<file path="src/rtl/adc_sample_buffer.sv">
`default_nettype none
// ============================================================================
// Module  : adc_sample_buffer
// Brief   : Fixed-length ADC capture window with min/max tracking and a
//           sticky out-of-band fault flag; capture RAM readable at any time.
// Rev     : 1.0  initial release
// ============================================================================
module adc_sample_buffer #(
  parameter int          DEPTH      = 64,
  parameter int          ADDR_W     = 6,
  parameter logic [11:0] THRESH_LO  = 12'd500,
  parameter logic [11:0] THRESH_HI  = 12'd3500,
  parameter int          FAIL_COUNT = 4
) (
  input  logic              clk,
  input  logic              rst,
  input  logic              start,
  input  logic [11:0]       sample_in,
  input  logic              sample_valid,
  input  logic              rd_req,
  input  logic [ADDR_W-1:0] rd_addr,
  output logic [11:0]       rd_data,
  output logic              rd_valid,
  output logic              busy,
  output logic              done,
  output logic [ADDR_W:0]   sample_count,
  output logic [11:0]       min_val,
  output logic [11:0]       max_val,
  output logic              fault
);

  localparam int              c_CW    = ADDR_W + 1;
  localparam logic [ADDR_W:0] c_LAST  = c_CW'(DEPTH - 1);
  localparam logic [3:0]      c_FAIL  = 4'(FAIL_COUNT);

  localparam logic [1:0] S_IDLE    = 2'd0;
  localparam logic [1:0] S_CAPTURE = 2'd1;
  localparam logic [1:0] S_DONE    = 2'd2;

  logic [1:0]        r_state;
  logic [ADDR_W:0]   r_count;
  logic [11:0]       r_min;
  logic [11:0]       r_max;
  logic [3:0]        r_run;
  logic              r_fault;
  logic [11:0]       r_rd_data;
  logic              r_rd_valid;
  logic [11:0]       r_mem [0:DEPTH-1];

  logic              w_accept;
  logic              w_oob;
  logic [3:0]        w_run_next;

  // start has priority: a sample arriving with start is dropped
  assign w_accept = (r_state == S_CAPTURE) && sample_valid && !start;
  assign w_oob    = (sample_in < THRESH_LO) || (sample_in > THRESH_HI);

  always_comb begin
    w_run_next = r_run;
    if (w_oob) begin
      if (r_run != c_FAIL) w_run_next = r_run + 4'd1;
    end else begin
      w_run_next = 4'd0;
    end
  end

  always_ff @(negedge clk or negedge rst) begin
    if (!rst) begin
      r_state <= S_IDLE;
      r_count <= '0;
      r_min   <= 12'hFFF;
      r_max   <= 12'h000;
      r_run   <= 4'd0;
      r_fault <= 1'b0;
    end else if (start) begin
      r_state <= S_CAPTURE;
      r_count <= '0;
      r_min   <= 12'hFFF;
      r_max   <= 12'h000;
      r_run   <= 4'd0;
      r_fault <= 1'b0;
    end else if (w_accept) begin
      r_count <= r_count + 1'b1;
      if (sample_in < r_min) r_min <= sample_in;
      if (sample_in > r_max) r_max <= sample_in;
      r_run <= w_run_next;
      if (w_run_next == c_FAIL) r_fault <= 1'b1;
      if (r_count == c_LAST) r_state <= S_DONE;
    end
  end

  always_ff @(negedge clk) begin
    if (w_accept) r_mem[r_count[ADDR_W-1:0]] <= sample_in;
  end

  // Non-blocking read of the old word gives read-before-write on a collision
  always_ff @(negedge clk or negedge rst) begin
    if (!rst) begin
      r_rd_data  <= 12'h000;
      r_rd_valid <= 1'b0;
    end else begin
      r_rd_valid <= rd_req;
      if (rd_req) r_rd_data <= r_mem[rd_addr];
    end
  end

  assign rd_data      = r_rd_data;
  assign rd_valid     = r_rd_valid;
  assign busy         = (r_state == S_CAPTURE);
  assign done         = (r_state == S_DONE);
  assign sample_count = r_count;
  assign min_val      = r_min;
  assign max_val      = r_max;
  assign fault        = r_fault;

endmodule
`default_nettype wire

</file>
<file path="config.mk">
export PLATFORM = sky130hd
export DESIGN_NAME = adc_sample_buffer
export DESIGN_NICKNAME = d
export VERILOG_FILES = /design/src/rtl/adc_sample_buffer.sv
export SDC_FILE = /design/constraint.sdc
export NUM_CORES = 1
export LEC_CHECK = 0
export ABC_CLOCK_PERIOD_IN_PS = 7690
export CORE_UTILIZATION = 50
export DETAILED_ROUTE_END_ITERATION = 10
export GPL_TIMING_DRIVEN = 0
export PLACE_DENSITY_LB_ADDON = 0.05
export SLEW_MARGIN = 20
export SYNTH_ARGS = -nofsm -noshare
export SYNTH_HDL_FRONTEND = slang
export SYNTH_SLANG_ARGS = --single-unit
export TNS_END_PERCENT = 50
</file>
<file path="constraint.sdc">
create_clock -name clk -period 7.69 [get_ports clk]
set_clock_uncertainty 0.2 [all_clocks]
set_input_delay 1.538 -clock clk [delete_from_list [all_inputs] [get_ports clk]]
set_output_delay 1.538 -clock clk [all_outputs]
set_load 0.1 [all_outputs]
</file>
==> summary.md <==
| Metric | Value |
|---|---|
| Reg2reg setup slack | 4.59 ns |
| Pin count of the biggest net entering global routing | 70 |
| # fillers | 4894 |
| DR WL met3 | 5726 microns |
| Worst EP required | 3.92 ns |
| Synth top area share | 0.7107 |
| Leak Pwr | 0.01686 uW |
| Mapped Cells | 1705 |
| Worst-case hold slack | 0.2310 ns |
| Worst VDD drop | 176.8 uV |
| Reg-to-Reg Start | r_state[0] |
| EDFF count, synth | 768 |
| Ports | 70 |
| Die area | 65930 sq um |
| CTS Root Cell | clkbuf_16 |
| Hold path cells | 2 |
| CTS Buf Count | 89 |
| Vias per cell | 5.536 |
| Overall Global Routing Usage | 0.2630 |
| Port Buf Inserts | 66 |
| DRT Pass-1 Iters | 5 |
| Power density over the cells | 287.4 nW/um^2 |
| Crit Path Class | in -> reg |
| Reg2reg path depth | 8 |
| Final setup fails | 95 |
| Failing checks | setup timing |
| Crit-path cells | clkdlybuf4s50_1 > nand3b_2 > nor2_1 > nand2_1 > nor2_2 |
| Layout net count | 2734 |
| TritonCTS clock tree | done |
| Worst-Skew Late Latency | 0.67 ns |
| Htree depth | 3 |
| Count leader, synth | edfxtp_1 |
| Vias in the first global route | 21.81k |
| Worst Hold Class | reg -> reg |
| Final worst slack | -0.1561 ns |
| Max-cap viol count | 0 |
| RSZ-0062 raised after global routing | true |
| Die width | 256.8 microns |
| Routed Antenna Nets | 0 |
| Mapped Area | 32450 sq um |
| Placed instance area | 34670 sq um |
| Antenna violations before repair | 0 |
| Critical-path top delay cell | nor2_2 |
| CP startpoint | sample_valid |
| Post-synthesis sequential area ratio | 0.7505 |
| Top routing layer in use | met4 |
| Cell taking the most area after synthesis | edfxtp_1 |
| CP Capture Type | register |
| Slew margin rel. | 0.3382 |
| YS warnings | 0 |
| Multi-input logic area | 8015 sq um |
| DRC | 0 |
| WL met1 | 34600 microns |
| Hold Path Origin | fault |
| Status | finished with violations |
| FP Rows | 93 |
| Area grow syn2layout | 27.30% |
| Clk sinks | 819 |
| Total wire length | 85030 microns |
| Synth Register Bits | 819 |
| Die H | 256.8 microns |
| Cell area after layout | 41310 sq um |
| Avg Cell Area, Syn | 19.03 sq um |
| Clock Tree Buf Depth | 3 |
| WL met2 | 42740 microns |
| CTS Hold Bufs | 0 |
| Final Util | 0.6420 |
| Placeable Area | 64350 sq um |
| Detailed-route via count | 20.00k |
| R2R Path End | r_mem[63][4] |
| Hold Violations, Final | 0 |
| Hold Path End | fault |
| CP arrival | 4.07 ns |
| Share of cells above drive strength 1 | 0.1857 |
| Clock-pin slew on the worst setup and hold paths | 0.05 ns |
| Least-Margin Pin Slew | 0.9966 ns |
| Post-synth cell types | 51 |
| Initial Utilization | 0.5043 |
| Final Max Slew Viols | 0 |
| Routed wire per std cell | 23.53 microns |
| Register area | 24350 sq um |
| Predominant post-synthesis flop cell | edfxtp_1 |
| Worst stage delay on the critical path | 0.85 ns |
| Congestion Overflow GR | 0 |
| Post-synth ARST share | 0.06227 |
| Startpoint Class | input port |
| Synthesized Nets | 1754 |
| Synth top cells by count | edfxtp_1 (768), mux4_2 (156), a22oi_1 (96) |
| First-pass GRT wire length | 126400 microns |
| Iteration-0 DRC Markers | 1537 |
| GPL Wtd Cong | 0.8609 |
| Final HPWL DP | 52820 microns |
| CP max FO | 12 |
| Top post-synthesis cells by area | edfxtp_1 (71%), mux4_2 (11%), dfrtn_1 (3.0%) |
[area by class of cell]
cell class,count,area share
Clock buffer,97,0.05824
Antenna cell,1,0.00006058
Sequential cell,819,0.5895
Clock inverter,846,0.08814
Inverter,32,0.002908
Buffer,97,0.01175
Multi-Input combinational cell,756,0.1940
Timing Repair Buffer,110,0.02944
Tap cell,855,0.02590
[logic make-up after synthesis]
logic type,after synthesis,synth area share
flip-flops,819,0.7505
AND/OR/NAND/NOR,284,0.04156
AO/OA/AOI/OAI,202,0.04561
adder cells (fa/ha/maj),26,0.01002
buffers and inverters,130,0.01708
XOR/XNOR,4,0.001080
multiplexers,240,0.1342
[per-stage QoR]
| stage | cells | TNS, ns | setup WS [ns] | total power (uW) |
|---|---|---|---|---|
| floorplan | 1705 | -2.411 | -0.1954 | 6142 |
| global placement | 2626 | -1810.78 | -2.651 | 6446 |
| detailed placement | 2647 | -762.34 | -1.511 | 6460 |
| CTS | 3603 | -73.38 | -0.3523 | 12030 |
| global route | 3612 | -17.44 | -0.2458 | 12550 |
| finish | 3613 | -8.140 | -0.1561 | 11870 |
[power breakdown]
group	switching, uW	internal, uW
logic	578	230
registers	30.0	4960
clock network	2780	3300
total	3390	8480
[cells in the final DEF, fill, tap and decap left out, types with 40 or more instances in the layout]
| cell type | count |
|---|---|
| inv_1 | 830 |
| edfxtp_1 | 768 |
| mux4_2 | 156 |
| clkbuf_16 | 96 |
| a22oi_1 | 95 |
| mux2i_1 | 84 |
| nand2_1 | 66 |
| buf_4 | 47 |
| nand3_1 | 46 |
| clkbuf_1 | 40 |
| dlygate4sd2_1 | 40 |
[worst max path at each step]
stage                     slack (ns)      endpoint
after floorplan                -0.20   r_mem[1][0]
after global placement         -2.65    min_val[7]
after detailed placement       -1.51   r_mem[8][4]
after CTS                      -0.35  r_mem[15][8]
after global routing           -0.25  r_mem[26][6]
final                          -0.16  r_mem[26][4]
[state kept, by name, summed over array words and instances, names as in the netlist]
signal        cells
rd_data          12
r_run             4
sample_count      7
min_val          12
r_mem           768
r_state           2
max_val          12
rd_valid          1
fault             1
[worst max-delay path: cells and delay by family]
| family | cells | cell delay, ns |
|---|---|---|
| buf+inv | 1 | 0.49 |
| simple gates | 4 | 2.03 |
[metal layers]
layer / global-route usage / vias up
met2: 0.4174 / 712
met5: 0 / -
met4: 0.1250 / 0
li1: - / 8926
met3: 0.08452 / 129
met1: 0.3286 / 10230
[repair_timing]
action                                  in CTS  in global routing
pin swaps                                   11                  7
endpoints found under the setup margin     731                439
buffers inserted                            14                  9
resized for setup                          121                 45
No activity file was read; power rests on OpenSTA's default activity.
